<file path="src/rtl/output_sequencer.sv">
// ---------------------------------------------------------------------------
// output_sequencer
//
// Output-side controller for the stereo filter datapath. Collects the left
// and right convolution results, pairs them into a small FIFO and, once per
// accepted frame strobe, shifts one pair out MSB first on two serial lines.
//
// Parameters
//   WIDTH     result width and number of serial bits per frame
//   DEPTH     pair buffer entries (power of 2, at least 2)
//
// Ports
//   sClk      in   system clock, rising edge
//   Reset_n   in   asynchronous active-low reset
//   doneL     in   one-cycle pulse, resultL valid
//   resultL   in   left channel result  [WIDTH-1:0]
//   doneR     in   one-cycle pulse, resultR valid
//   resultR   in   right channel result [WIDTH-1:0]
//   Frame     in   output frame strobe
//   outReady  out  high during the WIDTH serial data cycles
//   outDataL  out  left serial bit
//   outDataR  out  right serial bit
//   busy      out  high whenever the sequencer is not idle
//   overflow  out  sticky error flag, cleared only by reset
//   ovfCount  out  saturating overflow event counter [7:0]
//                  (only when OUTSEQ_OVF_COUNT_EN is defined)
//
// Build option
//   OUTSEQ_OVF_COUNT_EN  adds the ovfCount port and its counter.
//
// State table
//   state      | meaning
//   IDLE       | buffer empty, Frame ignored
//   WAIT_FRAME | pair available, waiting for a Frame strobe to start
//   SHIFT      | shifting a pair out, outReady high, Frame ignored
// ---------------------------------------------------------------------------
module output_sequencer #(
  parameter int WIDTH = 40,
  parameter int DEPTH = 2
) (
  input  logic             sClk,
  input  logic             Reset_n,
  input  logic             doneL,
  input  logic [WIDTH-1:0] resultL,
  input  logic             doneR,
  input  logic [WIDTH-1:0] resultR,
  input  logic             Frame,
  output logic             outReady,
  output logic             outDataL,
  output logic             outDataR,
  output logic             busy,
  output logic             overflow
`ifdef OUTSEQ_OVF_COUNT_EN
  ,
  output logic [7:0]       ovfCount
`endif
);

  localparam int ADDRW = $clog2(DEPTH);
  localparam int CNTW  = $clog2(WIDTH);
  localparam logic [CNTW-1:0]  LAST_BIT = CNTW'(WIDTH - 1);
  localparam logic [ADDRW:0]   FULL_CNT = (ADDRW + 1)'(DEPTH);

  typedef enum logic [1:0] {
    IDLE       = 2'd0,
    WAIT_FRAME = 2'd1,
    SHIFT      = 2'd2
  } stateT;

  stateT state;

  // pending results waiting for their partner channel
  logic [WIDTH-1:0] pendL;
  logic [WIDTH-1:0] pendR;
  logic             vL;
  logic             vR;

  // pair buffer; pointers wrap naturally because DEPTH is a power of 2
  logic [WIDTH-1:0] bufL [DEPTH];
  logic [WIDTH-1:0] bufR [DEPTH];
  logic [ADDRW-1:0] rdPtr;
  logic [ADDRW-1:0] wrPtr;
  logic [ADDRW:0]   count;

  logic [WIDTH-1:0] shiftL;
  logic [WIDTH-1:0] shiftR;
  logic [CNTW-1:0]  bitCnt;

  logic           pushReq;
  logic           full;
  logic           pushOk;
  logic           pop;
  logic           ovfEvent;
  logic [ADDRW:0] countNext;

  always_comb begin
    pushReq   = vL && vR;
    full      = (count == FULL_CNT);
    // a push into a full buffer is dropped even if a pop happens this cycle
    pushOk    = pushReq && !full;
    pop       = (state == WAIT_FRAME) && Frame;
    ovfEvent  = (pushReq && full)
              || (doneL && vL && !pushReq)
              || (doneR && vR && !pushReq);
    countNext = count + (ADDRW + 1)'(pushOk) - (ADDRW + 1)'(pop);
  end

  // pairing, buffer pointers and error flag
  always_ff @(posedge sClk or negedge Reset_n) begin
    if (!Reset_n) begin
      pendL    <= '0;
      pendR    <= '0;
      vL       <= 1'b0;
      vR       <= 1'b0;
      rdPtr    <= '0;
      wrPtr    <= '0;
      count    <= '0;
      overflow <= 1'b0;
    end else begin
      if (doneL) begin
        pendL <= resultL;
      end
      if (doneR) begin
        pendR <= resultR;
      end
      // a done arriving with the push starts the next pair
      vL <= doneL || (vL && !pushReq);
      vR <= doneR || (vR && !pushReq);
      if (pushOk) begin
        wrPtr <= wrPtr + ADDRW'(1);
      end
      if (pop) begin
        rdPtr <= rdPtr + ADDRW'(1);
      end
      count <= countNext;
      if (ovfEvent) begin
        overflow <= 1'b1;
      end
    end
  end

  // storage needs no reset; occupancy is tracked by count
  always_ff @(posedge sClk) begin
    if (pushOk) begin
      bufL[wrPtr] <= pendL;
      bufR[wrPtr] <= pendR;
    end
  end

`ifdef OUTSEQ_OVF_COUNT_EN
  always_ff @(posedge sClk or negedge Reset_n) begin
    if (!Reset_n) begin
      ovfCount <= 8'd0;
    end else if (ovfEvent && (ovfCount != 8'hFF)) begin
      ovfCount <= ovfCount + 8'd1;
    end
  end
`endif

  // sequencing FSM; serial outputs are registered from the SHIFT state so
  // the MSB appears one edge after the accepting Frame edge
  always_ff @(posedge sClk or negedge Reset_n) begin
    if (!Reset_n) begin
      state    <= IDLE;
      shiftL   <= '0;
      shiftR   <= '0;
      bitCnt   <= '0;
      outReady <= 1'b0;
      outDataL <= 1'b0;
      outDataR <= 1'b0;
      busy     <= 1'b0;
    end else begin
      case (state)
        IDLE: begin
          outReady <= 1'b0;
          outDataL <= 1'b0;
          outDataR <= 1'b0;
          if (count != '0) begin
            state <= WAIT_FRAME;
            busy  <= 1'b1;
          end else begin
            busy  <= 1'b0;
          end
        end

        WAIT_FRAME: begin
          outReady <= 1'b0;
          outDataL <= 1'b0;
          outDataR <= 1'b0;
          busy     <= 1'b1;
          if (Frame) begin
            shiftL <= bufL[rdPtr];
            shiftR <= bufR[rdPtr];
            bitCnt <= LAST_BIT;
            state  <= SHIFT;
          end
        end

        SHIFT: begin
          outReady <= 1'b1;
          outDataL <= shiftL[WIDTH-1];
          outDataR <= shiftR[WIDTH-1];
          shiftL   <= shiftL << 1;
          shiftR   <= shiftR << 1;
          bitCnt   <= bitCnt - CNTW'(1);
          if (bitCnt == '0) begin
            // no pop can happen here, so countNext only reflects a push
            if (countNext != '0) begin
              state <= WAIT_FRAME;
              busy  <= 1'b1;
            end else begin
              state <= IDLE;
              busy  <= 1'b0;
            end
          end else begin
            busy <= 1'b1;
          end
        end

        default: begin
          state    <= IDLE;
          outReady <= 1'b0;
          outDataL <= 1'b0;
          outDataR <= 1'b0;
          busy     <= 1'b0;
        end
      endcase
    end
  end

endmodule

</file>
<file path="config.mk">
export PLATFORM = sky130hd
export DESIGN_NAME = output_sequencer
export DESIGN_NICKNAME = d
export VERILOG_FILES = /design/src/rtl/output_sequencer.sv
export SDC_FILE = /design/constraint.sdc
export NUM_CORES = 1
export LEC_CHECK = 0
export ABC_AREA = 1
export BUFFER_PORTS_ARGS = -buffer_cell sky130_fd_sc_hd__buf_2
export CORE_MARGIN = 1
export CORE_UTILIZATION = 45
export CTS_BUF_LIST = sky130_fd_sc_hd__clkbuf_8
export DETAILED_ROUTE_END_ITERATION = 8
export PLACE_DENSITY = 0.62
export SYNTH_ARGS = -nofsm -noshare
export SYNTH_HDL_FRONTEND = slang
export SYNTH_SLANG_ARGS = --single-unit
</file>
<file path="constraint.sdc">
create_clock -name sClk -period 7.5 [get_ports sClk]
set_input_delay 0.75 -clock sClk [delete_from_list [all_inputs] [get_ports sClk]]
set_output_delay 0.75 -clock sClk [all_outputs]
set_load 0.02 [all_outputs]
</file>
==> metrics.csv <==
stage,metric,value,unit
critical_path,"critical path fanouts, max",47,
placed_design,IO Port Bufs,89,
sta,RSZ-0062 raised after global routing,false,
sta,minimum clock period,2.74,ns
clocking,CTS tree,done,
yosys,syn nets,1044,
critical_path,Setup crit start kind,flop,
yosys,post-synth top area share,37.0,%
yosys,Syn Area/Cell,13.6,sq um
global_route,vias in the first global route,7510,
clocking,CTS Hold Bufs,0,
critical_path,R2R Path End,bufR[0][7],
yosys,Post-synth top cells,"179 x dfrtp_1, 173 x nand2_1, 160 x edfxtp_1",
yosys,YS warnings,0,
yosys,synth unique cells,30,
critical_path,crit path DAT,2.94,ns
critical_path,Critical Path Sink Type,flop,
sta,endpoints failing setup,0,
sta,Worst-Margin Slew,1.08,ns
route,DRT iter0 DRCs,394,
critical_path,Critical Path Stages,4,
floorplanning,Initial Utilization,46.2,%
finish,Final #Nets,1145,
min_path,hold crit path type,input port to asynchronous set/reset pin,
yosys,"top cells by area, synth","edfxtp_1 37%, dfrtp_1 35%, mux2_2 6.9%",
power_and_ir_drop,Power Density,361,mW/mm^2
floorplanning,Die Span Y,172,microns
critical_path,Crit. Startpoint,vL,
yosys,Mapped Cells,955,
yosys,Main synth FF type,dfrtp_1,
floorplanning,num rows,61,
critical_path,worst path buffer plus inverter count,1,
power_and_ir_drop,leakage,6.03,nW
sta,Fmax,365,MHz
route,drt pass-1 iters,4,
route,DR vias,7382,
global_route,largest net degree at the start of global routing,109,
critical_path,worst r2r path cells,4,
clocking,clock-pin slew on the worst setup and hold paths,0.06,ns
global_route,GR Overflow Total,0,
yosys,number of enable flip-flop cells after synthesis,160,
critical_path,CP required,7.70,ns
critical_path,Critical Path Sink,bufR[0][7],
yosys,async set or reset register ratio after synthesis,52.8,%
critical_path,CP Class,flop to flop,
clocking,htree depth,2,
yosys,sequential-to-total area share from yosys stat,71.5,%
sta,Final Skew,0.0249,ns
floorplanning,num ports,90,
global_route,first-pass GRT wire length,38600,microns
clocking,clock root buffer master,clkbuf_8,
finish,antenna cells,0,
global_route,gr usage total,16.8,%
route,drt wl/cell,15.7,microns
route,WL final,23200,microns
job,max_cap viols,0,
finish,area grow syn2layout,13.8,%
route,post-route ant nets,0,
clocking,Max clock buf depth,3,
finish,layout cells sized above 1,30.7,%
power_and_ir_drop,VDD IR max,0.160,mV
floorplanning,die area,0.0295,sq mm
critical_path,reg2reg start,vL,
placed_design,pre-CTS WS,4.50,ns
floorplanning,Die X,172,microns
critical_path,cell-by-cell trace of the critical path,"nand2_1, o21bai_1, nor2_4, buf_4",
critical_path,CP max-delay cell,nor2_4,
sta,Fin. Hold Viols,0,
sta,Slew HR,27.8,%
yosys,Seq cells post-synth,339,
placed_design,Detailed Place HPWL,12900,microns
outcome,outcome,completed,
sta,max-slew violation count,0,
global_route,initial antenna violation count,0,
clocking,clk sinks,339,
yosys,Synth area leader,edfxtp_1,
yosys,most common cell in the netlist,dfrtp_1,
clocking,Setup Buffers After CTS,0,
clocking,worst skew pair latency,0.58,ns
floorplanning,Core ar.,0.0281,sq mm
route,residual DRC count,0,
yosys,Synth Cell Area,0.0130,sq mm
sta,setup ws final,4.76,ns
critical_path,slowest cell delay on critical path,0.87,ns
sta,period utilization,36.5,%
route,Via density,5.00,
critical_path,Reg2Reg Setup Slack,4.76,ns
clocking,post-CTS sizing,0,
clocking,TritonCTS buffer count,54,
sta,Setup TNS,0,ns
power_and_ir_drop,Final Power,0.00533,W
critical_path,crit-path leading delay family,simple AND/OR/NAND/NOR gates,
placed_design,GPL Wtd Cong,0.770,
kinds of logic (layout without fill, tap and decap cells):
group           Yosys count  count (layout)  share of synthesized area [%]
xor+xnor                  2               2                          0.135
simple gates            351             351                           12.6
mux                      82              82                           7.10
fa+ha+maj                 4               4                          0.386
compound gates           97              97                           5.47
buf+inv                  80             223                           2.75
flops                   339             339                           71.5
through the flow:
stage	util, %	cell area, sq um	std cells	hold slack, ns
6_report	52.6	14800	1476	0.277
5_1_grt	52.6	14800	1476	0.332
4_1_cts	52.6	14800	1476	0.290
3_5_place_dp	48.9	13700	1378	0.456
3_3_place_gp	48.9	13700	1378	0.448
2_1_floorplan	-	13000	955	0.438
cells in the final DEF, fill, tap and decap left out, drive strengths merged:
cell type and n:
o22ai 2, clkbuf 60, or2 78, o211ai 82, mux2 80, clkinv 12, o21bai 3, a22oi 1
nand3 82, buf 96, xor2 2, nand3b 1, dfrtp 179, clkinvlp 2, a21o 1, mux2i 2
nand2 176, nor2 13, bufinv 2, nor3 1, edfxtp 160, o21a 1, o21ai 6, a31oi 1
ha 4, inv 51
where the power goes:
group	switching (W)	total, W	internal (W)
clock	0.000695	0.00149	0.000796
sequential	0.000196	0.00265	0.00246
combinational	0.000770	0.00119	0.000417
total	0.00166	0.00533	0.00367
worst min path at each step:
stage	to	startpoint	slack [ns]
finish	pendL[21]	Reset_n	0.28
global route	pendL[21]	Reset_n	0.33
CTS	pendL[21]	Reset_n	0.29
detailed placement	bufR[0][14]	pendR[14]	0.46
global placement	bufR[1][14]	pendR[14]	0.45
floorplan	bufL[0][0]	pendL[0]	0.44
final cells by class:
| type | count | area [sq um] |
|---|---|---|
| Clock buffer | 59 | 812 |
| Inverter | 28 | 105 |
| Clock inverter | 39 | 230 |
| Multi-Input combinational cell | 536 | 3350 |
| Fill cell | 2443 | 13300 |
| Sequential cell | 339 | 9290 |
| Timing Repair Buffer | 97 | 514 |
| Tap cell | 378 | 473 |
flip-flops by register name, indices dropped and copies added, names as in the netlist, 6 cells and up:
name	flops
pendR	40
bufL	80
pendL	40
shiftL	40
bitCnt	6
bufR	80
shiftR	40
per-layer routing:
metal / vias to the layer above / wire [microns] / track usage, %
li1: 3567 / - / -
met1: 3635 / 10600 / 22.5
met2: 140 / 11200 / 27.5
met3: 40 / 935 / 3.06
met4: 0 / 455 / 5.89
met5: - / 0 / 0
(Power assumes the default switching activity.)
